===== src/rtl/mul_share_ctrl_if.sv =====
`default_nettype none
// +--------------------------------------------------------------------------+
// | mul_share_ctrl_if : client request/response and multiplier port bundle   |
// | rev 1.0                                                                  |
// +--------------------------------------------------------------------------+
interface mul_share_ctrl_if #(
  parameter int WIDTH = 32
);
  logic               req0_valid;
  logic               req0_ready;
  logic [WIDTH-1:0]   req0_a;
  logic [WIDTH-1:0]   req0_b;
  logic               req1_valid;
  logic               req1_ready;
  logic [WIDTH-1:0]   req1_a;
  logic [WIDTH-1:0]   req1_b;
  logic               rsp0_valid;
  logic               rsp0_ready;
  logic               rsp1_valid;
  logic               rsp1_ready;
  logic [2*WIDTH-1:0] rsp_product;
  logic               mul_en;
  logic [WIDTH-1:0]   mul_mcand;
  logic [WIDTH-1:0]   mul_mplier;
  logic [2*WIDTH-1:0] mul_product;
  logic               busy;
  logic [15:0]        done_count;

  // Client datapaths plus the multiplier instance.
  modport master (
    output req0_valid, req0_a, req0_b, req1_valid, req1_a, req1_b,
    output rsp0_ready, rsp1_ready, mul_product,
    input  req0_ready, req1_ready, rsp0_valid, rsp1_valid, rsp_product,
    input  mul_en, mul_mcand, mul_mplier, busy, done_count
  );

  // The sharing controller.
  modport slave (
    input  req0_valid, req0_a, req0_b, req1_valid, req1_a, req1_b,
    input  rsp0_ready, rsp1_ready, mul_product,
    output req0_ready, req1_ready, rsp0_valid, rsp1_valid, rsp_product,
    output mul_en, mul_mcand, mul_mplier, busy, done_count
  );
endinterface
`default_nettype wire


===== src/rtl/mul_share_ctrl.sv =====
`default_nettype none
// +--------------------------------------------------------------------------+
// | mul_share_ctrl : round-robin sharing of one pipelined multiplier         |
// | rev 1.0                                                                  |
// +--------------------------------------------------------------------------+
module mul_share_ctrl #(
  parameter int WIDTH   = 32,
  parameter int LATENCY = 2
) (
  input  wire logic         clk,
  input  wire logic         reset,
  mul_share_ctrl_if.slave   bus
);

  localparam int HEAD = LATENCY - 1;

  logic [LATENCY-1:0] tag_valid_q, tag_valid_d;
  logic [LATENCY-1:0] tag_id_q, tag_id_d;
  logic               last_grant_q, last_grant_d;
  logic [15:0]        done_count_q, done_count_d;

  logic head_valid;
  logic head_id;
  logic head_ready;
  logic advance;
  logic any_grant;
  logic grant_id;

  // Only a valid head whose owner refuses the product freezes the pipe.
  always_comb begin
    head_valid = tag_valid_q[HEAD];
    head_id    = tag_id_q[HEAD];
    head_ready = head_id ? bus.rsp1_ready : bus.rsp0_ready;
    advance    = !(head_valid && !head_ready);
    any_grant  = 1'b0;
    grant_id   = 1'b0;
    if (advance) begin
      if (bus.req0_valid && bus.req1_valid) begin
        any_grant = 1'b1;
        grant_id  = ~last_grant_q;
      end else if (bus.req0_valid) begin
        any_grant = 1'b1;
        grant_id  = 1'b0;
      end else if (bus.req1_valid) begin
        any_grant = 1'b1;
        grant_id  = 1'b1;
      end
    end
  end

  always_comb begin
    tag_valid_d  = tag_valid_q;
    tag_id_d     = tag_id_q;
    last_grant_d = last_grant_q;
    done_count_d = done_count_q;
    if (advance) begin
      for (int i = LATENCY - 1; i > 0; i--) begin
        tag_valid_d[i] = tag_valid_q[i-1];
        tag_id_d[i]    = tag_id_q[i-1];
      end
      tag_valid_d[0] = any_grant;
      tag_id_d[0]    = grant_id;
    end
    if (any_grant) begin
      last_grant_d = grant_id;
    end
    if (head_valid && head_ready) begin
      done_count_d = done_count_q + 16'd1;
    end
  end

  always_ff @(posedge clk) begin
    if (reset) begin
      tag_valid_q  <= '0;
      tag_id_q     <= '0;
      last_grant_q <= 1'b1;
      done_count_q <= '0;
    end else begin
      tag_valid_q  <= tag_valid_d;
      tag_id_q     <= tag_id_d;
      last_grant_q <= last_grant_d;
      done_count_q <= done_count_d;
    end
  end

  assign bus.req0_ready  = any_grant && (grant_id == 1'b0);
  assign bus.req1_ready  = any_grant && (grant_id == 1'b1);
  assign bus.mul_en      = advance;
  // Bubbles feed zeros so an idle multiplier does not toggle on stale operands.
  assign bus.mul_mcand   = !any_grant ? '0 : (grant_id ? bus.req1_a : bus.req0_a);
  assign bus.mul_mplier  = !any_grant ? '0 : (grant_id ? bus.req1_b : bus.req0_b);
  assign bus.rsp0_valid  = head_valid && (head_id == 1'b0);
  assign bus.rsp1_valid  = head_valid && (head_id == 1'b1);
  assign bus.rsp_product = bus.mul_product;
  assign bus.busy        = |tag_valid_q;
  assign bus.done_count  = done_count_q;

endmodule
`default_nettype wire


===== src/flat_wrapper.sv =====
// flat-port wrapper written by rule: the top's interface ports become plain ports
module mul_share_ctrl_flat 
#(
  parameter int WIDTH   = 32,
  parameter int LATENCY = 2
)
  (clk, reset, bus_req0_valid, bus_req0_a, bus_req0_b, bus_req1_valid, bus_req1_a, bus_req1_b, bus_rsp0_ready, bus_rsp1_ready, bus_mul_product, bus_req0_ready, bus_req1_ready, bus_rsp0_valid, bus_rsp1_valid, bus_rsp_product, bus_mul_en, bus_mul_mcand, bus_mul_mplier, bus_busy, bus_done_count);
  mul_share_ctrl_if #(.WIDTH(WIDTH)) bus_i ();
  input  wire logic clk;
  input  wire logic reset;
  input wire logic [$bits(bus_i.req0_valid)-1:0] bus_req0_valid;
  input wire logic [$bits(bus_i.req0_a)-1:0] bus_req0_a;
  input wire logic [$bits(bus_i.req0_b)-1:0] bus_req0_b;
  input wire logic [$bits(bus_i.req1_valid)-1:0] bus_req1_valid;
  input wire logic [$bits(bus_i.req1_a)-1:0] bus_req1_a;
  input wire logic [$bits(bus_i.req1_b)-1:0] bus_req1_b;
  input wire logic [$bits(bus_i.rsp0_ready)-1:0] bus_rsp0_ready;
  input wire logic [$bits(bus_i.rsp1_ready)-1:0] bus_rsp1_ready;
  input wire logic [$bits(bus_i.mul_product)-1:0] bus_mul_product;
  output wire logic [$bits(bus_i.req0_ready)-1:0] bus_req0_ready;
  output wire logic [$bits(bus_i.req1_ready)-1:0] bus_req1_ready;
  output wire logic [$bits(bus_i.rsp0_valid)-1:0] bus_rsp0_valid;
  output wire logic [$bits(bus_i.rsp1_valid)-1:0] bus_rsp1_valid;
  output wire logic [$bits(bus_i.rsp_product)-1:0] bus_rsp_product;
  output wire logic [$bits(bus_i.mul_en)-1:0] bus_mul_en;
  output wire logic [$bits(bus_i.mul_mcand)-1:0] bus_mul_mcand;
  output wire logic [$bits(bus_i.mul_mplier)-1:0] bus_mul_mplier;
  output wire logic [$bits(bus_i.busy)-1:0] bus_busy;
  output wire logic [$bits(bus_i.done_count)-1:0] bus_done_count;
  assign bus_i.req0_valid = bus_req0_valid;
  assign bus_i.req0_a = bus_req0_a;
  assign bus_i.req0_b = bus_req0_b;
  assign bus_i.req1_valid = bus_req1_valid;
  assign bus_i.req1_a = bus_req1_a;
  assign bus_i.req1_b = bus_req1_b;
  assign bus_i.rsp0_ready = bus_rsp0_ready;
  assign bus_i.rsp1_ready = bus_rsp1_ready;
  assign bus_i.mul_product = bus_mul_product;
  assign bus_req0_ready = bus_i.req0_ready;
  assign bus_req1_ready = bus_i.req1_ready;
  assign bus_rsp0_valid = bus_i.rsp0_valid;
  assign bus_rsp1_valid = bus_i.rsp1_valid;
  assign bus_rsp_product = bus_i.rsp_product;
  assign bus_mul_en = bus_i.mul_en;
  assign bus_mul_mcand = bus_i.mul_mcand;
  assign bus_mul_mplier = bus_i.mul_mplier;
  assign bus_busy = bus_i.busy;
  assign bus_done_count = bus_i.done_count;
  mul_share_ctrl #(.WIDTH(WIDTH), .LATENCY(LATENCY)) u_core (.clk(clk), .reset(reset), .bus(bus_i));
endmodule

===== config.mk =====
export PLATFORM = sky130hd
export DESIGN_NAME = mul_share_ctrl_flat
export DESIGN_NICKNAME = d
export VERILOG_FILES = /design/src/rtl/mul_share_ctrl_if.sv /design/src/rtl/mul_share_ctrl.sv /design/src/flat_wrapper.sv
export SDC_FILE = /design/constraint.sdc
export NUM_CORES = 1
export LEC_CHECK = 0
export BUFFER_PORTS_ARGS = -buffer_cell sky130_fd_sc_hd__buf_2
export CAP_MARGIN = 30
export CORE_AREA = 2 2 136 138
export CTS_CLUSTER_DIAMETER = 50
export DETAILED_ROUTE_END_ITERATION = 10
export DIE_AREA = 0 0 138 140
export MAX_ROUTING_LAYER = met4
export PLACE_DENSITY = 0.48
export SKIP_LAST_GASP = 1
export SLEW_MARGIN = 20
export SYNTH_ARGS = -nofsm -noshare
export SYNTH_HDL_FRONTEND = slang
export SYNTH_SLANG_ARGS = --single-unit

===== constraint.sdc =====
create_clock -name clk -period 5.9 [get_ports clk]
set_input_delay 1.77 -clock clk [delete_from_list [all_inputs] [get_ports clk]]
set_output_delay 1.77 -clock clk [all_outputs]
set_load 0.05 [all_outputs]

==> summary.md <==
| Metric | Value |
|---|---|
| Outcome | `complete, no violations` |
| DR vias | `between 2,000 and 2,500` |
| Full die area | `19,300 um^2` |
| Hold Slack | `about 0.48 ns` |
| Worst EP required | `4.13 ns` |
| Period utilization | `roughly 88%` |
| Largest net degree at the start of global routing | `between 60 and 70` |
| #FFs+latches synth | `21` |
| Synth Area in Adders | `less than 1%` |
| Final Skew | `a little over 0.004 ns` |
| Most common cell in the netlist | `buf_4` |
| First-pass GRT wire length | `approximately 16,000 um` |
| Port bufs | `between 200 and 250` |
| Slew HR | `a little over two thirds` |
| RSZ-0062 raised after global routing | `false` |
| Min cycle time layout | `just over 5 ns` |
| Actual slew at the worst max-slew pin | `between 0.4 and 0.5 ns` |
| DRC viols | `0` |
| CTS tree | `done` |
| I/O pin cnt | `~350` |
| Post-synth EDFFs | `0` |
| Flop2flop setup slack | `between 4 and 5 ns` |
| Post-synth top cells | `buf_4, a22o_1, dfxtp_1` |
| CP endpoint kind | `output pin` |
| Post-synthesis mux area share | `roughly 1.1%` |
| Area growth, synth to finish | `43.5%` |
| Tot GR Track Use | `between 10% and 20%` |
| Mean Syn Cell Area | `8.23 um^2` |
| Post-synthesis simple-gate area fraction | `between 10% and 20%` |
| Drt first pass iters | `4` |
| Die Wd | `between 100 and 150 um` |
| Ranking of synthesized cells by area | `a22o_1, buf_4, dfxtp_1` |
| Power Total | `~0.00065 W` |
| Crit start category | `primary input` |
| Post-synthesis xor/xnor area fraction | `3.73%` |
| Placed insts | `about 630` |
| Type of the worst min-delay path | `register to register` |
| Starting Density | `a little under an eighth` |
| Worst Path Arrival | `~3.4 ns` |
| Register area share after synthesis | `19.9%` |
| Worst-skew pair later-pin latency | `0.26 ns` |
| Maximum clock rate | `0.194 GHz` |
| Clk root buf | `clkbuf_16` |
| Ys Warns | `0` |
| Synth unique cells | `34` |
| Final non-filler cell total | `630` |
| Largest family of logic cells by synthesized area | `compound AO/OA/AOI/OAI gates` |
| H-tree depth | `1` |
| Cell count after synthesis | `between 200 and 300` |
| Nets | `~600` |
| DRC marker count from the first detailed-route iteration | `125` |
| Top-area cell type share of the netlist area | `approximately 26%` |
| Maximum capacitance violations | `0` |
| Share of cells above drive strength 1 | `about three fifths` |
| Row cnt | `49` |
| Max VDD drop | `approximately 0.000082 V` |
| Critical path type | `primary input to output pin` |
| TritonCTS Sinks | `21` |
| Leakage power | `1.57 nW` |
| Initial antenna violation count | `0` |
| Final Hold Viols | `0` |
| CP max FO | `45` |
| Compound-Gate Fraction of Synth Area | `between 30% and 40%` |
| GPL Wtd Cong | `0.784` |
| DRT Wirelength | `between 10,000 and 15,000 um` |
| Clock-pin slew on the worst setup and hold paths | `0.06 ns` |
| Routed len/inst | `~18 um` |
| Pins Over Slew Limit | `0` |
| Via/cell ratio | `approximately 3.9` |
| ANT cells | `0` |
| Chip Height | `between 100 and 150 um` |
| Sum Neg Setup Slack | `0 ns` |
| Synth Flop Type | `dfxtp_1` |
| Mapped cell area | `between 2000 and 2500 um^2` |
| ANT nets after route | `0` |
| Pwr Density | `215 nW/um^2` |
| CTS buffer count | `3` |
| Hold-fix buffers, CTS | `0` |
| Max clock buf depth | `2` |
| Post-CTS resize count | `0` |
| Hpwl dp | `between 9000 and 10,000 um` |
| Setup Buffers After CTS | `0` |
| Yosys top cell by area | `a22o_1` |
| GRT Residual Overflow | `0` |
| Final Util | `around 17%` |
| Async set-reset flop share out of synthesis | `0%` |
| Post-synth net total | `about 460` |
| Final setup viols | `0` |
| Core Area | `about 18,000 um^2` |
| Number of global-route vias before repair | `2,375` |
==> area by class of cell <==
class                           instances  area, um^2
Clock buffer                            3        75.1
Clock inverter                          1        5.00
Fill cell                            2057       14700
Inverter                                2        7.51
Multi-Input combinational cell        151        1090
Sequential cell                        21         420
Tap cell                              229         287
Timing Repair Buffer                  223        1150
==> registers in the layout, indices dropped and copies added, names as in the netlist <==
name                   flops
u_core.bus.done_count     16
u_core.tag_id_q            2
u_core.last_grant_q        1
u_core.tag_valid_q         2
==> metrics by stage <==
stage,area (um^2),setup slack [ns]
3_5_place_dp,2960,0.701
5_1_grt,3040,0.588
6_report,3040,0.735
2_1_floorplan,2120,0.792
4_1_cts,3040,0.702
3_3_place_gp,2960,0.698
==> worst paths after layout <==
kind	cells past startpoint	start	end
min reg2reg	2	u_core.bus.done_count[15]	u_core.bus.done_count[15]
max reg2reg	4	u_core.tag_valid_q[1]	u_core.bus.done_count[11]
min	2	u_core.bus.done_count[15]	u_core.bus.done_count[15]
max	8	bus_rsp1_ready	bus_mul_mplier[27]
==> logic make-up (layout without fill, tap and decap cells) <==
kind of cell | Yosys count | in the layout
adder cells (fa/ha/maj) | 1 | 1
flip-flops | 21 | 21
multiplexers | 2 | 2
XOR/XNOR | 9 | 9
AND/OR/NAND/NOR | 54 | 54
buffers and inverters | 85 | 229
AO/OA/AOI/OAI | 85 | 85
==> layer usage <==
metal	vias up	global-route usage, %	share of wire (%)
li1	1170	-	-
met1	1084	11.0	35
met2	165	18.8	51
met3	10	4.79	12
met4	0	3.17	2.5
met5	-	-	0
==> worst max-delay path, cell delays in order <==
cell and delay (ns):
buf_2 0.10, mux2i_2 0.07, and2_1 0.19, inv_2 0.08
and3_2 0.46, buf_12 0.28, a22o_1 0.17, buf_2 0.26
==> power by group <==
part           switching (W)  internal (W)  leakage, nW  total, W
Sequential        0.00000351      0.000145        0.170  0.000148
Clock              0.0000585     0.0000912       0.0409  0.000150
Combinational       0.000250      0.000105         1.36  0.000355
Total               0.000312      0.000341         1.57  0.000653
==> cell usage in the layout (no fill, tap or decap), drive strengths merged, types with 4 or more instances in the layout <==
cell type	synthesis	final
buf	75	223
a22o	62	62
dfxtp	21	21
nor2	18	18
o21ai	9	9
a21oi	9	9
or3	8	8
nand2	7	7
xnor2	7	7
nand3	4	4
Power figures use the tool's default switching activity.
